## src/rtl/idu_pipe.sv

```systemverilog
// Byte-serial decoder for a small x86 subset: walks prefix, opcode, ModR/M, SIB,
// displacement and immediate bytes over a strobe/mfc fetch handshake.
module idu_pipe #(
    parameter int unsigned ADDR_SIZE  = 32,
    parameter int unsigned MAX_PREFIX = 4,
    parameter int unsigned MAX_LEN    = 15
) (
    input  logic                 clk,
    input  logic                 reset,
    input  logic                 start,
    input  logic [ADDR_SIZE-1:0] pc_in,
    input  logic                 ack,
    output logic                 strb,
    output logic                 rw,
    output logic [ADDR_SIZE-1:0] addr,
    input  logic                 mfc,
    input  logic [7:0]           data,
    output logic [2:0]           ins,
    output logic [1:0]           mod,
    output logic [2:0]           rm,
    output logic [1:0]           scale,
    output logic [2:0]           index_reg,
    output logic [2:0]           base_reg,
    output logic                 has_sib,
    output logic                 bits16,
    output logic                 s,
    output logic                 w,
    output logic                 d,
    output logic [2:0]           reg1,
    output logic [2:0]           reg2,
    output logic [31:0]          disp,
    output logic [2:0]           disp_len,
    output logic [31:0]          imm,
    output logic [2:0]           imm_len,
    output logic [2:0]           prefix_cnt,
    output logic [3:0]           ins_len,
    output logic                 rdy,
    output logic                 error,
    output logic [1:0]           err_code,
    output logic [ADDR_SIZE-1:0] pc_out
);

    typedef enum logic [2:0] {IDLE, PFX, MODRM, SIB, DISP, IMM, DONE, ERR} state_t;

    state_t                 state_q;
    logic                   strb_q, rdy_q, error_q;
    logic [1:0]             err_code_q;
    logic [ADDR_SIZE-1:0]   pc_q;
    logic [2:0]             ins_q, rm_q, index_q, base_q, reg1_q, reg2_q;
    logic [1:0]             mod_q, scale_q, cnt_q;
    logic                   has_sib_q, bits16_q, s_q, w_q, d_q;
    logic [31:0]            disp_q, imm_q;
    logic [2:0]             disp_len_q, imm_len_q, pcnt_q;
    logic [3:0]             len_q;

    logic                   is_pfx, op_valid, op_modrm, op_s, op_w, op_d, need_sib;
    logic [2:0]             op_ins, op_imm_len, wide_len, tail_dl;
    state_t                 tail_state;

    always_comb begin
        is_pfx     = data inside {8'hF0, 8'hF2, 8'hF3, 8'h2E, 8'h36, 8'h3E,
                                  8'h26, 8'h64, 8'h65, 8'h66};
        wide_len   = bits16_q ? 3'd2 : 3'd4;
        op_valid   = 1'b1;
        op_modrm   = 1'b0;
        op_ins     = 3'd0;
        op_imm_len = 3'd0;
        if (data[7:2] == 6'b000000) begin
            op_modrm = 1'b1;
        end else if (data == 8'h04 || data == 8'h05) begin
            op_ins     = 3'd1;
            op_imm_len = data[0] ? wide_len : 3'd1;
        end else if (data == 8'h80 || data == 8'h81 || data == 8'h83) begin
            op_ins     = 3'd2;
            op_modrm   = 1'b1;
            op_imm_len = (data == 8'h81) ? wide_len : 3'd1;
        end else if (data[7:2] == 6'b100010) begin
            op_ins   = 3'd3;
            op_modrm = 1'b1;
        end else if (data[7:4] == 4'hB) begin
            op_ins     = 3'd4;
            op_imm_len = data[3] ? wide_len : 3'd1;
        end else begin
            op_valid = 1'b0;
        end
        op_s = (op_ins == 3'd2) && data[1];
        op_d = (op_ins == 3'd0 || op_ins == 3'd3) && data[1];
        op_w = (op_ins == 3'd4) ? data[3] : data[0];

        // Displacement size depends on ModR/M alone, or on SIB base when a SIB byte follows.
        need_sib = (data[7:6] != 2'b11) && (data[2:0] == 3'b100);
        tail_dl  = 3'd0;
        if (state_q == SIB) begin
            if (mod_q == 2'b01)                              tail_dl = 3'd1;
            else if (mod_q == 2'b10)                         tail_dl = 3'd4;
            else if (mod_q == 2'b00 && data[2:0] == 3'b101)  tail_dl = 3'd4;
        end else begin
            if (data[7:6] == 2'b01)                             tail_dl = 3'd1;
            else if (data[7:6] == 2'b10)                        tail_dl = 3'd4;
            else if (data[7:6] == 2'b00 && data[2:0] == 3'b101) tail_dl = 3'd4;
        end
        if (tail_dl != 3'd0)         tail_state = DISP;
        else if (imm_len_q != 3'd0)  tail_state = IMM;
        else                         tail_state = DONE;
    end

    always_ff @(posedge clk or posedge reset) begin
        if (reset) begin
            state_q <= IDLE;   strb_q <= 1'b0;   rdy_q <= 1'b0;     error_q <= 1'b0;
            err_code_q <= '0;  pc_q <= '0;       ins_q <= '0;       mod_q <= '0;
            rm_q <= '0;        scale_q <= '0;    index_q <= '0;     base_q <= '0;
            has_sib_q <= 1'b0; bits16_q <= 1'b0; s_q <= 1'b0;       w_q <= 1'b0;
            d_q <= 1'b0;       reg1_q <= '0;     reg2_q <= '0;      disp_q <= '0;
            disp_len_q <= '0;  imm_q <= '0;      imm_len_q <= '0;   pcnt_q <= '0;
            len_q <= '0;       cnt_q <= '0;
        end else begin
            case (state_q)
                IDLE: if (start) begin
                    pc_q <= pc_in;     ins_q <= '0;      mod_q <= '0;       rm_q <= '0;
                    scale_q <= '0;     index_q <= '0;    base_q <= '0;      has_sib_q <= 1'b0;
                    bits16_q <= 1'b0;  s_q <= 1'b0;      w_q <= 1'b0;       d_q <= 1'b0;
                    reg1_q <= '0;      reg2_q <= '0;     disp_q <= '0;      disp_len_q <= '0;
                    imm_q <= '0;       imm_len_q <= '0;  pcnt_q <= '0;      len_q <= '0;
                    cnt_q <= '0;       error_q <= 1'b0;  err_code_q <= '0;
                    state_q <= PFX;
                end
                DONE: if (ack) begin
                    rdy_q   <= 1'b0;
                    state_q <= IDLE;
                end
                ERR: if (ack) begin
                    rdy_q   <= 1'b0;
                    error_q <= 1'b0;
                    state_q <= IDLE;
                end
                default: begin
                    if (!strb_q) begin
                        if (32'(len_q) >= MAX_LEN) begin
                            state_q <= ERR; error_q <= 1'b1; rdy_q <= 1'b1; err_code_q <= 2'd2;
                        end else begin
                            strb_q <= 1'b1;
                        end
                    end else if (mfc) begin
                        strb_q <= 1'b0;
                        pc_q   <= pc_q + ADDR_SIZE'(1);
                        len_q  <= len_q + 4'd1;
                        case (state_q)
                            PFX: begin
                                if (data == 8'h67) begin
                                    state_q <= ERR; error_q <= 1'b1; rdy_q <= 1'b1; err_code_q <= 2'd3;
                                end else if (is_pfx) begin
                                    if (32'(pcnt_q) >= MAX_PREFIX) begin
                                        state_q <= ERR; error_q <= 1'b1; rdy_q <= 1'b1; err_code_q <= 2'd1;
                                    end else begin
                                        pcnt_q <= pcnt_q + 3'd1;
                                        if (data == 8'h66) bits16_q <= 1'b1;
                                    end
                                end else if (op_valid) begin
                                    ins_q <= op_ins; s_q <= op_s; w_q <= op_w; d_q <= op_d;
                                    imm_len_q <= op_imm_len;
                                    if (op_ins == 3'd4) reg1_q <= data[2:0];
                                    state_q <= op_modrm ? MODRM : IMM;
                                end else begin
                                    state_q <= ERR; error_q <= 1'b1; rdy_q <= 1'b1; err_code_q <= 2'd0;
                                end
                            end
                            MODRM: begin
                                mod_q  <= data[7:6];
                                reg1_q <= data[5:3];
                                rm_q   <= data[2:0];
                                if (data[7:6] == 2'b11) reg2_q <= data[2:0];
                                if (need_sib) begin
                                    state_q <= SIB;
                                end else begin
                                    disp_len_q <= tail_dl;
                                    state_q    <= tail_state;
                                    rdy_q      <= (tail_state == DONE);
                                end
                            end
                            SIB: begin
                                has_sib_q  <= 1'b1;
                                scale_q    <= data[7:6];
                                index_q    <= data[5:3];
                                base_q     <= data[2:0];
                                disp_len_q <= tail_dl;
                                state_q    <= tail_state;
                                rdy_q      <= (tail_state == DONE);
                            end
                            DISP: begin
                                disp_q[{cnt_q, 3'b000} +: 8] <= data;
                                if (3'(cnt_q) + 3'd1 == disp_len_q) begin
                                    cnt_q   <= '0;
                                    state_q <= (imm_len_q != 3'd0) ? IMM : DONE;
                                    rdy_q   <= (imm_len_q == 3'd0);
                                end else begin
                                    cnt_q <= cnt_q + 2'd1;
                                end
                            end
                            default: begin
                                imm_q[{cnt_q, 3'b000} +: 8] <= data;
                                if (3'(cnt_q) + 3'd1 == imm_len_q) begin
                                    cnt_q   <= '0;
                                    state_q <= DONE;
                                    rdy_q   <= 1'b1;
                                end else begin
                                    cnt_q <= cnt_q + 2'd1;
                                end
                            end
                        endcase
                    end
                end
            endcase
        end
    end

    assign strb = strb_q;       assign rw = 1'b1;            assign addr = pc_q;
    assign pc_out = pc_q;       assign ins = ins_q;          assign mod = mod_q;
    assign rm = rm_q;           assign scale = scale_q;      assign index_reg = index_q;
    assign base_reg = base_q;   assign has_sib = has_sib_q;  assign bits16 = bits16_q;
    assign s = s_q;             assign w = w_q;              assign d = d_q;
    assign reg1 = reg1_q;       assign reg2 = reg2_q;        assign disp = disp_q;
    assign disp_len = disp_len_q;  assign imm = imm_q;       assign imm_len = imm_len_q;
    assign prefix_cnt = pcnt_q; assign ins_len = len_q;      assign rdy = rdy_q;
    assign error = error_q;     assign err_code = err_code_q;

endmodule

```

## config.mk

```make
export PLATFORM = sky130hd
export DESIGN_NAME = idu_pipe
export DESIGN_NICKNAME = d
export VERILOG_FILES = /design/src/rtl/idu_pipe.sv
export SDC_FILE = /design/constraint.sdc
export NUM_CORES = 1
export LEC_CHECK = 0
export BUFFER_PORTS_ARGS = -buffer_cell sky130_fd_sc_hd__buf_2
export CORE_UTILIZATION = 57
export DETAILED_ROUTE_END_ITERATION = 10
export PLACE_DENSITY = 0.84
export SYNTH_ARGS = -nofsm -noshare
export SYNTH_HDL_FRONTEND = slang
export SYNTH_SLANG_ARGS = --single-unit
```

## constraint.sdc

```tcl
create_clock -name clk -period 8.3 [get_ports clk]
set_input_delay 1.66 -clock clk [delete_from_list [all_inputs] [get_ports clk]]
set_output_delay 1.66 -clock clk [all_outputs]
set_load 0.005 [all_outputs]
```

Word level (Yosys, flattened, before mapping)
Cells that the tools add are included.

Muxes and demuxes: 197. Add/subtract/negate cells: 6. $mul: 0. Divide/modulo/power cells: 0. Bitwise operators: 3. Shift operators: 2. Order comparisons: 2. Reduce and logical (&&, ||, !) cells: 54. Eq/ne operators: 69.

Operator list (count): 32-bit 2-to-1 mux (10); 3-bit 2-to-1 mux (75); 32-bit one-hot mux with 2 select lines (3); 3-bit one-hot mux with 2 select lines (12); 32-bit bitwise mux (2); 1-bit 2-to-1 mux (56); 8-bit == test (second input constant) (6); 2-bit 2-to-1 mux (21); 32-bit by 1-bit adder with 32-bit output (second input constant) (1); 8-bit by 6-bit == test with 1-bit output (second input constant) (4); 8-bit by 7-bit == test with 1-bit output (second input constant) (4); 8-bit by 7-bit variable shift with 32-bit output (first input constant) (1); 8-bit by 7-bit indexed part select with 32-bit output (1); 9-bit AND reduction (3); 5-bit AND reduction (5); 8-bit AND reduction (3); 3-bit == test (second input constant) (7); 2-bit one-hot mux with 2 select lines (5); 2-bit nonzero test (10); 3-bit by 2-bit inequality test with 1-bit output (second input constant) (6); 3-bit nonzero test (6); 8-bit by 3-bit == test with 1-bit output (second input constant) (2); 7-bit AND reduction (2); 3-bit by 2-bit == test with 1-bit output (second input constant) (4); 49 further kinds (84).

RAM bits: 0. Memories kept: 0. ROM bits: 0. Output and inout bits: 174. Register bits: 146. Latch bits: 0. Logic and storage cells: 359.

Logic depth before layout (Yosys ltp)
Gate-level depths: netlist of run 1.

Depth after elaboration: 16. Gate-level depth with buffers: 9. Depth with buffers taken out: 8.

Worst setup path after synthesis of run 1
OpenSTA, ideal clock, no wires.

Path kind: input port to flip-flop. Start point: input port data[4]. End point: register d_q, in the netlist d. Library setup time: 0.125 ns. Slack: 4.971 ns. Stages: 7. Path buffers: 2. Required time: 8.175 ns. Data arrival time: 3.204 ns. Cells stage by stage: buf_2 or4_4 o31ai_4 nor2b_2 o21ai_1 buf_2 mux2_2.

Longest elaborated chain between the ends: 16.

Ends and longest elaborated chain: start: declaration (RTL line 17) `input logic [7:0] data,`; 4-bit == test or 8-bit == test (tied branches) (RTL line 80, 73); 3-bit 2-to-1 mux or 1-bit logical OR (tied branches) (RTL line 80, 73); 3-bit 2-to-1 mux or 1-bit logical OR (tied branches) (RTL line 77, 73); 3-bit 2-to-1 mux (RTL line 73) `end else if (data == 8'h80 || data == 8'h81 || data == 8'h83) begin`; 3-bit 2-to-1 mux (RTL line 70) `end else if (data == 8'h04 || data == 8'h05) begin`; 3-bit 2-to-1 mux (RTL line 68) `if (data[7:2] == 6'b000000) begin`; 3-bit by 2-bit == test with 1-bit output or 3-bit logical NOT (tied branches) (RTL line 87) `op_d = (op_ins == 3'd0 || op_ins == 3'd3) && data[1];`; 1-bit logical OR (RTL line 87); 1-bit logical AND (RTL line 87); 1-bit 2-to-1 mux (RTL line 158) `end else if (op_valid) begin`; 1-bit 2-to-1 mux (RTL line 151) `end else if (is_pfx) begin`; 1-bit 2-to-1 mux (RTL line 149) `if (data == 8'h67) begin`; 1-bit 2-to-1 mux (RTL line 147) `case (state_q)`; 1-bit 2-to-1 mux (RTL line 143) `end else if (mfc) begin`; 1-bit 2-to-1 mux (RTL line 137) `if (!strb_q) begin`; 1-bit one-hot mux with 2 select lines (RTL line 117) `case (state_q)`; end signal: assignment (RTL line 159) `ins_q <= op_ins; s_q <= op_s; w_q <= op_w; d_q <= op_d;`; end: declaration (RTL line 51) `logic has_sib_q, bits16_q, s_q, w_q, d_q;`.

Several ways; a longest one is shown, not always the timed one. The select of a mux whose other input is x is not followed. A chain may end at the register's enable or synchronous reset.

Worst setup path in the final report of run 1
Start point: input port data[6]. End point: register imm_len_q[2], in the netlist imm_len[2].

Longest elaborated chain between the ends: 13.

Ends and longest elaborated chain: 4-bit == test, or another cell as far along (RTL line 80) `end else if (data[7:4] == 4'hB) begin`; 3-bit 2-to-1 mux or 1-bit logical OR (tied branches) (RTL line 80, 73); 3-bit 2-to-1 mux or 1-bit logical OR (tied branches) (RTL line 77, 73); 3-bit 2-to-1 mux (RTL line 73); 3-bit 2-to-1 mux (RTL line 70); 3-bit 2-to-1 mux (RTL line 68); 3-bit 2-to-1 mux (RTL line 158); 3-bit 2-to-1 mux (RTL line 151); 3-bit 2-to-1 mux (RTL line 149); 3-bit 2-to-1 mux (RTL line 147); 3-bit 2-to-1 mux (RTL line 143); 3-bit 2-to-1 mux (RTL line 137); 3-bit one-hot mux with 2 select lines (RTL line 117); end signal: assignment (RTL line 160) `imm_len_q <= op_imm_len;`; end: declaration (RTL line 53) `logic [2:0] disp_len_q, imm_len_q, pcnt_q;`.

Several ways; a longest one is shown, not always the timed one. The select of a mux whose other input is x is not followed.

==> reports/metrics.cfg, run 1 <==
[critical_path]
crit_chain = buf_2, nor4_1, o211ai_2, nor2b_2, o21ai_1, mux2_2
cp_max_fo = 15
cp.buffers_inverters = 1
critPathLaunchType = input pin
cp_slowest_cell = o21ai_1
critPathCaptureType = flip-flop
crit_family = compound AO/OA/AOI/OAI gates
critPathKind = in -> reg
critPathArrivalTime_ns = 3.81
crit_path_max_incr_delay_ns = 0.63
critPathRequiredTime_ns = 8.60

[clock_network]
cts.repair.resized = 0
cts_buffers = 17
cts_setup_buffers = 0
clockBufferDepth = 2
holdBufCountCts = 0
cts-root-buf = clkbuf_16
cts_tree = built
cts.clk_slew.worst_paths_ns = 0.06
insertion_delay_ns = 0.43
htreeDepth = 4
clock-sinks = 145

[detailed_routing]
dr.pass1.iters = 5
drc = 0
wl_per_cell_um = 18.8
drt-total-wl_um = 21900
ant_nets = 0
drt_iter0_drc = 749
via_count = 7062
vias_per_cell = 6.08

[logic_synthesis]
synth.avg_cell_area_um2 = 9.77
synth_adder_area_share_pct = 1.10
synthFlopType = dfrtp_1
synth_top_family_by_area = simple AND/OR/NAND/NOR gates
synth_compound_area_share_pct = 16.6
synth_area_mm2 = 0.00796
ys_seq_area_share_pct = 45.6
synth-seq-cells = 145
synth_xor_area_share_pct = 0.770
synth-simple-area-share_pct = 17.7
synthesis.nets = 867
synth_edf_count = 0
synthMuxAreaShare_pct = 11.3
synthCells = 815
yosysWarningCount = 0
synthArstFlopShare_pct = 100
synth_cell_types = 80

[global_route]
grt.total_usage_pct = 30.8
first_global_vias = 6542
grt_max_degree = 83
grt-ovfl-total = 0
grt_pass1_wl_um = 34500
antenna_found_initial = 0

[floorplanning]
row_count = 42
core_region_area_mm2 = 0.0135
die_w_um = 120
initial_utilization_pct = 59.2
io_pins = 219
die_h_um = 120
die_area_mm2 = 0.0144

[final_layout]
fillerInstances = 1068
antenna_cells = 0
layout.cells.most_common_list = 216 x buf_2, 145 x dfrtp_1, 85 x nand2_1
drive_gt1_share_pct = 35.7
syn_to_final_growth_pct = 18.6
post-route-cell-area_mm2 = 0.00944
layout_commonest_cell = buf_2
fin_nets = 1025
postLayoutCoreUtil_pct = 70.2

[sta]
clock_skew_ns = 0.0190
hold_violations = 0
setup_tns_ns = 0
grt_setup_unrepaired = false
period_share_pct = 42.2
max_slew_margin_pct = 25.6
hold-worst-slack_ns = 0.483
setup_viol = 0
tightestPinTransition_ns = 1.11
fmax_ghz = 0.285
drv_slew = 0
min_period_ns = 3.50

[placement]
dpl-instance-area_mm2 = 0.00883
numPortBuffers = 216
dp_hpwl_um = 15000
routabilityCongestion = 0.960

[power]
peakVddDrop_uv = 173
total_leakage_power_nw = 4.70
power_density_mw_per_mm2 = 338

[run]
drv_cap = 0

[hold_path]
holdCritPathClass = reg -> reg

[run_status]
status = complete, no violations

-- worst min-delay path, cell delays in order, from the launching register on --
cell	delay (ns)
dfrtp_1	0.34
nand2_1	0.05
o21ai_0	0.06
-- final timing paths --
path / cells past startpoint / endpoint / slack [ns] / from
setup reg to reg: 6 / imm_len[2] / 5.19 / state_q[0]
hold / removal: 2 / scale[1] / 0.48 / scale[1]
hold reg to reg: 2 / scale[1] / 0.48 / scale[1]
min in group asynchronous: 2 / addr[22] / 1.31 / reset
setup / recovery: 6 / imm_len[2] / 4.80 / data[6]
max in group asynchronous: 3 / error / 5.53 / reset
-- per-layer routing --
| layer | vias up | GRT usage, % | share of wire (%) |
|---|---|---|---|
| met5 | - | 0 | 0 |
| met4 | 0 | 11.3 | 2.5 |
| met3 | 50 | 7.55 | 8.4 |
| met2 | 359 | 48.0 | 48 |
| met1 | 3447 | 41.8 | 41 |
| li1 | 3206 | - | - |
-- logic make-up after synthesis --
kind of cell | after synthesis
buffers and inverters | 101
multiplexers | 77
flip-flops | 145
AND/OR/NAND/NOR | 269
XOR/XNOR | 7
AO/OA/AOI/OAI | 207
adder cells (fa/ha/maj) | 7
other | 2
-- final cells by class --
cell class | count | area, µm² | share of cell area, %
sequential | 145 | 3630 | 38.4
clock buffer | 20 | 447 | 4.73
clock inverter | 12 | 158 | 1.67
timing repair buffer | 223 | 1130 | 12.0
tap | 176 | 220 | 2.33
inverter | 17 | 68.8 | 0.729
multi-input combinational | 569 | 3780 | 40.1
-- stage by stage --
stage	instances	worst slack [ns]	total power [mW]
final	1162	4.80	3.19
after global routing	1162	4.72	3.37
after CTS	1162	4.82	3.18
after detailed placement	1130	4.39	2.39
after global placement	1130	4.46	2.35
after floorplan	815	2.75	1.98
-- cells in the mapped netlist (4+ instances only) --
cell type	number	area share, %
nor2b_1	5	0.39
ha_1	7	1.1
nand4b_1	5	0.55
o2bb2a_1	5	0.63
o22ai_1	12	0.94
a32o_1	4	0.50
o31ai_1	10	0.94
a31oi_1	9	0.71
a21oi_1	66	4.1
nand2_1	85	4.0
buf_4	38	3.6
nor3_1	9	0.57
and3_1	7	0.55
a22o_1	4	0.44
nor2_1	56	2.6
o21ai_0	49	3.1
nor4_1	4	0.31
dfrtp_1	145	46
and2_1	21	1.7
mux2i_1	4	0.50
and4_1	4	0.44
clkbuf_1	20	0.94
a21o_1	7	0.66
mux2_2	64	9.1
nand3_1	20	1.3
xnor2_1	4	0.44
o21ai_1	8	0.50
nor2_2	5	0.39
nand4_1	11	0.86
mux2_4	9	1.7
inv_1	17	0.80
buf_2	23	1.4
or3_1	6	0.47
nor2_4	4	0.57
-- report_power, final --
| group | total (mW) | internal (mW) | switching, mW |
|---|---|---|---|
| Combinational | 1.24 | 0.530 | 0.712 |
| Sequential | 1.17 | 0.921 | 0.246 |
| Clock | 0.785 | 0.481 | 0.303 |
| Total | 3.19 | 1.93 | 1.26 |
Power figures use the tool's default switching activity.
==> inputs of run 2 (changes only) <==
ABC_AREA = 1   (was default)
CORE_UTILIZATION = 48   (was 57)
PLACE_DENSITY = 0.75   (was 0.84)
clock period = 3.1 ns   (was 8.3 ns; I/O delays follow)
==> run 2 against run 1 <==
  * Largest cell class unchanged
  * Final cell count increased by 35%
  * Highest routed layer unchanged
  * Via count increased by 17%
  * Wire length increased by 14%
  * Combinational power increased to 3.4 times the previous value
  * Sequential share of layout area decreased by 1.8 points
  * Critical path type is now reg -> reg
  * Clock power increased to 2.6 times the previous value
==> reports/metrics.cfg, run 2 <==
[run_status]
status = complete, no violations

[critical_path]
critPathArrivalTime_ns = 2.91  ; -0.90 ns
critPathKind = reg -> reg
timing.rr.end = disp[16]
ff2ff_path_depth = 11  ; +5
crit_path_max_incr_delay_ns = 0.55  ; -0.08 ns
cp_common_cell = nand2_2
crit_chain = inv_2, nand2_4, inv_2, nand2_2, nand2_2, a21oi_4, nand2_4, inv_4, nand2_2, a21oi_2, o21ai_0
rr_startpoint = state_q[2]
critPathCaptureType = flip-flop
critPathLaunchType = flip-flop
rrSetupSlack_ns = 0.47  ; -4.72 ns
crit_start = state_q[2]
cp-endpoint = disp[16]
cp_max_fo = 30  ; +15
critPathRequiredTime_ns = 3.38  ; -5.22 ns
cp_slowest_cell = a21oi_2

[clock_network]
cts_tree = built
cts.clk_slew.worst_paths_ns = 0.07  ; about the same
cts_setup_buffers = 0  ; unchanged
htreeDepth = 4  ; unchanged
holdBufCountCts = 0  ; unchanged
insertion_delay_ns = 0.43  ; about the same
cts_buffers = 17  ; unchanged
cts-root-buf = clkbuf_16
cts.repair.resized = 0  ; unchanged
clockBufferDepth = 2  ; unchanged
clock-sinks = 145  ; unchanged

[logic_synthesis]
synth_cell_types = 38  ; -53%
synthesis.nets = 1212  ; +40%
synth_adder_area_share_pct = 1.06  ; -0.043 points
synth.largest_area_cell = dfrtp_1
synthArstFlopShare_pct = 100  ; unchanged
ys_seq_area_share_pct = 43.8  ; -1.8 points
synthFlopType = dfrtp_1
synth_top_family_by_area = simple AND/OR/NAND/NOR gates
yosysWarningCount = 0  ; unchanged
synth_edf_count = 0  ; unchanged
synthMuxAreaShare_pct = 0  ; -11 points
synth-seq-cells = 145  ; unchanged
synth_area_mm2 = 0.00828  ; +4.1%
synth.avg_cell_area_um2 = 7.14  ; -27%
synthCells = 1160  ; +42%
netlist.area_leader.share_pct = 43.8  ; -1.8 points
synth_common_cells = 319 x nand2_1, 145 x dfrtp_1, 142 x inv_1, 142 x nor2_1, 124 x o21ai_0
synthMostInstantiatedCell = nand2_1
synth_area_leaders = dfrtp_1 44%, nand2_1 14%, o21ai_0 7.5%
synth-simple-area-share_pct = 29.7  ; +12 points
synth_xor_area_share_pct = 0.846  ; +0.076 points
synth_compound_area_share_pct = 12.7  ; -3.9 points

[final_layout]
layout.cells.most_common_list = 319 x nand2_1, 216 x buf_2, 145 x dfrtp_1
antenna_cells = 0  ; unchanged
post-route-cell-area_mm2 = 0.00990  ; +4.9%
fillerInstances = 1632  ; +53%
drive_gt1_share_pct = 20.7  ; -15 points
postLayoutCoreUtil_pct = 59.3  ; -11 points
seqCellArea_mm2 = 0.00363  ; unchanged
instances_no_fill = 1568  ; +35%
layout_commonest_cell = nand2_1
fin_nets = 1387  ; +35%
syn_to_final_growth_pct = 19.5
multi_input_area_mm2 = 0.00367  ; -2.9%

[detailed_routing]
drc = 0  ; unchanged
dr.pass1.iters = 5  ; unchanged
via_count = 8246  ; +17%
wl_per_cell_um = 15.9  ; -15%
drt_iter0_drc = 590  ; -21%
vias_per_cell = 5.26  ; -13%
drt-total-wl_um = 25000  ; +14%
ant_nets = 0  ; unchanged

[global_route]
first_global_vias = 7832  ; +20%
grt-ovfl-total = 0  ; unchanged
grt.total_usage_pct = 28.8  ; -2.0 points
antenna_found_initial = 0  ; unchanged
grt_max_degree = 69  ; -17%
grt_pass1_wl_um = 40200  ; +16%

[floorplanning]
die_h_um = 133  ; +11%
core_region_area_mm2 = 0.0167  ; +24%
die_w_um = 133  ; +11%
initial_utilization_pct = 49.6  ; -9.6 points
row_count = 47  ; +12%
io_pins = 219  ; unchanged
die_area_mm2 = 0.0178  ; +23%

[placement]
dpl-instance-area_mm2 = 0.00932  ; +5.5%
dp.cells = 1536  ; +36%
numPortBuffers = 216  ; unchanged
dp_hpwl_um = 18500  ; +23%
place_ws_ns = 0.496  ; -3.89 ns
routabilityCongestion = 0.954  ; -0.61%

[hold_path]
holdCritPathClass = in -> async

[sta]
hold_violations = 0  ; unchanged
period_share_pct = 84.7
hold-worst-slack_ns = 0.299  ; -0.184 ns
grt_setup_unrepaired = false
clock_skew_ns = 0.0119  ; -0.00712 ns
tightestPinTransition_ns = 0.777  ; -0.332 ns
setup_viol = 0  ; unchanged
worst_slack_ns = 0.474  ; -4.32 ns
max_slew_margin_pct = 48.2  ; +23 points
fmax_ghz = 0.381
min_period_ns = 2.63
drv_slew = 0  ; unchanged
setup_tns_ns = 0  ; unchanged

[run]
drv_cap = 0  ; unchanged

[power]
peakVddDrop_uv = 490  ; +180%
total_leakage_power_nw = 5.25  ; +12%
total_power_mw = 9.67  ; +200%
power_density_mw_per_mm2 = 977  ; +190%

## run 2: cell count changes after synthesis, sizes merged, moves of 41 or more
cell / previous run / this run
mux2: 73 / 0
inv: 17 / 145
nand2: 85 / 325
nand3: 21 / 73
a21oi: 66 / 25
o21ai: 58 / 134
nor2: 65 / 145
## run 2: cell type report
type | count | area share (%)
multi-input cells | 797 | 37.1
clock inverters | 14 | 1.44
inverters | 149 | 5.71
clock buffers | 18 | 4.44
well taps | 220 | 2.78
flip-flops and latches | 145 | 36.7
repair buffers | 225 | 11.9
## run 2: report_power, final
part	internal (mW)	switching [mW]	total (mW)
sequential	2.68	0.752	3.44
clock	1.09	0.934	2.02
combinational	1.58	2.63	4.22
total	5.35	4.32	9.67
## run 2: kinds of logic after synthesis
group | Yosys count
AO/OA/AOI/OAI | 188
buffers and inverters | 218
XOR/XNOR | 8
AND/OR/NAND/NOR | 592
other | 2
flip-flops | 145
adder cells (fa/ha/maj) | 7
## run 2: worst min-delay path by stage
| stage | from | to | depth (start not counted) |
|---|---|---|---|
| 3_3_place_gp | ins[2] | ins[2] | 2 |
| 2_1_floorplan | rdy | rdy | 2 |
| 4_1_cts | reset | addr[6] | 2 |
| 5_1_grt | reset | addr[6] | 2 |
| 3_5_place_dp | err_code[1] | err_code[1] | 2 |
| 6_report | reset | addr[6] | 2 |
## run 2: critical path: cells and delay by family, from the launching register on
family / cells / cell delay, ns
DFF: 1 / 0.49
AOI/OAI and AO/OA: 3 / 0.89
and+or+nand+nor: 5 / 0.75
buffers and inverters: 3 / 0.36
## run 2: metal layers
layer / share of wire [%] / routed length [µm] / vias to the layer above / global-route usage, %
met5: 0 / 0 / - / 0
met4: 3.3 / 824 / 0 / 12.5
li1: - / - / 4042 / -
met1: 42 / 10500 / 3811 / 36.8
met3: 6.4 / 1590 / 61 / 5.59
met2: 48 / 12100 / 332 / 47.6
==> inputs of run 3 (changes only) <==
clock period = 2.4 ns   (was 3.1 ns; I/O delays follow)
==> run 3 against run 2 <==
  * Sequential power rose by 27%
  * Wire length grew 2.5%
  * Clock skew increased by 0.0026 ns
  * Flip-flop and latch count stayed put
  * Via count increased by 1.5%
  * Global-route usage increased by 0.63 points
  * Combinational power is 37% higher
  * Worst hold slack worse by 0.19 ns
  * Highest routed layer unchanged
==> reports/metrics.cfg, run 3 (synthesis results as in run 2) <==
[run_status]
status = complete, no violations

[sta]
hold-worst-slack_ns = 0.107  ; -0.192 ns
drv_slew = 0  ; unchanged
min_period_ns = 2.27  ; -0.354 ns
tightestPinTransition_ns = 1.13  ; +0.353 ns
grt_setup_unrepaired = false
setup_tns_ns = 0  ; unchanged
hold_violations = 0  ; unchanged
period_share_pct = 94.7  ; +10 points
worst_slack_ns = 0.128  ; -0.346 ns
fmax_ghz = 0.440  ; +16%
max_slew_margin_pct = 24.2  ; -24 points
clock_skew_ns = 0.0145  ; +0.00256 ns
setup_viol = 0  ; unchanged

[clock_network]
insertion_delay_ns = 0.43  ; about the same
cts_buffers = 17  ; unchanged
clockBufferDepth = 2  ; unchanged
cts.clk_slew.worst_paths_ns = 0.07  ; about the same
clock-sinks = 145  ; unchanged
cts-root-buf = clkbuf_16
htreeDepth = 4  ; unchanged
cts_setup_buffers = 0  ; unchanged
cts_tree = built

[floorplanning]
initial_utilization_pct = 49.6  ; unchanged
row_count = 47  ; unchanged
die_w_um = 133  ; unchanged
core_region_area_mm2 = 0.0167  ; unchanged
die_area_mm2 = 0.0178  ; unchanged
io_pins = 219  ; unchanged
die_h_um = 133  ; unchanged

[final_layout]
syn_to_final_growth_pct = 21.9
post-route-cell-area_mm2 = 0.0101  ; +2.0%
layout.cells.most_common_list = 319 x nand2_1, 216 x buf_2, 145 x dfrtp_1
fillerInstances = 1541  ; -5.6%
instances_no_fill = 1585  ; +1.1%
antenna_cells = 0  ; unchanged
postLayoutCoreUtil_pct = 60.5  ; +1.2 points
fin_nets = 1404  ; +1.2%
layout_commonest_cell = nand2_1
drive_gt1_share_pct = 21.6  ; +0.91 points

[critical_path]
timing.rr.end = addr[30]
critPathArrivalTime_ns = 2.59  ; -0.32 ns
cp_max_fo = 8  ; -73%
crit_path_max_incr_delay_ns = 0.50  ; -0.05 ns
critPathCaptureType = flip-flop
rr_startpoint = addr[0]
cp_slowest_cell = dfrtp_1
ff2ff_path_depth = 12  ; +1
critPathRequiredTime_ns = 2.72  ; -0.66 ns
crit_start = addr[0]
critPathLaunchType = flip-flop
cp_common_cell = nand2_1
rrSetupSlack_ns = 0.13  ; -0.35 ns
critPathKind = reg -> reg
crit_chain = ha_2, inv_1, nor2_1, nand2_1, nor2_1, inv_1, nor2_1, nand2_1, nand2_1, nand3_1, nand2_1, nand2_1

[placement]
routabilityCongestion = 0.954  ; about the same
numPortBuffers = 216  ; unchanged
dp_hpwl_um = 18800  ; +1.9%
place_ws_ns = -0.394  ; -0.890 ns
dp.cells = 1553  ; +1.1%
dpl-instance-area_mm2 = 0.00948  ; +1.8%

[detailed_routing]
ant_nets = 0  ; unchanged
drt-total-wl_um = 25600  ; +2.5%
drc = 0  ; unchanged
dr.pass1.iters = 5  ; unchanged
drt_iter0_drc = 664  ; +13%
vias_per_cell = 5.28  ; +0.44%
wl_per_cell_um = 16.1  ; +1.4%
via_count = 8372  ; +1.5%

[power]
total_power_mw = 12.8  ; +33%
peakVddDrop_uv = 705  ; +44%
total_leakage_power_nw = 5.35  ; +2.0%
power_density_mw_per_mm2 = 1270  ; +30%

[global_route]
grt-ovfl-total = 0  ; unchanged
grt_max_degree = 69  ; unchanged
first_global_vias = 7899  ; +0.86%
grt_pass1_wl_um = 40600  ; +1.1%
grt.total_usage_pct = 29.4  ; +0.63 points
antenna_found_initial = 0  ; unchanged

[run]
drv_cap = 0  ; unchanged

[hold_path]
holdCritPathClass = in -> async

==> run 3: cell count changes in the layout (fill, tap and decap cells not counted), sizes merged <==
cell / previous run / this run
buf: 225 / 242
bufinv: 0 / 2
clkbuf: 18 / 20
inv: 151 / 150
clkinv: 9 / 7
clkinvlp: 3 / 2
==> run 3: how the worst max path moves through the flow <==
| stage | endpoint | slack, ns | cells past startpoint |
|---|---|---|---|
| after floorplan | addr[0] | 0.10 | 1 |
| after global placement | imm[8] | -0.23 | 7 |
| after detailed placement | disp[13] | -0.39 | 7 |
| after CTS | disp[13] | 0.05 | 7 |
| after global routing | addr[30] | 0.01 | 12 |
| final | addr[30] | 0.13 | 12 |
==> run 3: final cells by class <==
cell class / count / area [µm²] / area share, %
clock buffer: 20 / 437 / 4.33
sequential: 145 / 3630 / 35.9
tap: 220 / 275 / 2.73
multi-input combinational: 797 / 3700 / 36.6
clock inverter: 12 / 149 / 1.47
timing repair buffer: 242 / 1340 / 13.3
inverter: 149 / 566 / 5.60
==> run 3: timing repair <==
| action | 4_1_cts | 5_1_grt |
|---|---|---|
| setup endpoints to repair | 32 | 42 |
| hold buffers | 0 | 0 |
| resized for setup | 1 | 5 |
==> run 3: per-layer routing <==
metal  GRT usage (%)  share of wire (%)  vias up
met3            6.85                7.8       67
met2            49.5                 48      368
li1                -                  -     4070
met4            13.5                3.5        0
met1            35.9                 41     3867
met5               0                  0        -
==> run 3: where the power goes <==
part           total [mW]  internal (mW)  switching [mW]
Combinational        5.78           2.20            3.58
Clock                2.68           1.56            1.12
Sequential           4.38           3.47           0.911
Total                12.8           7.23            5.61
==> run 3: critical path, delay by kind of cell (launching register included) <==
kind,cells,cell delay [ns]
AND/OR/NAND/NOR,9,1.17
buffers and inverters,2,0.18
adder cells (fa/ha/maj),1,0.31
flip-flops,1,0.50
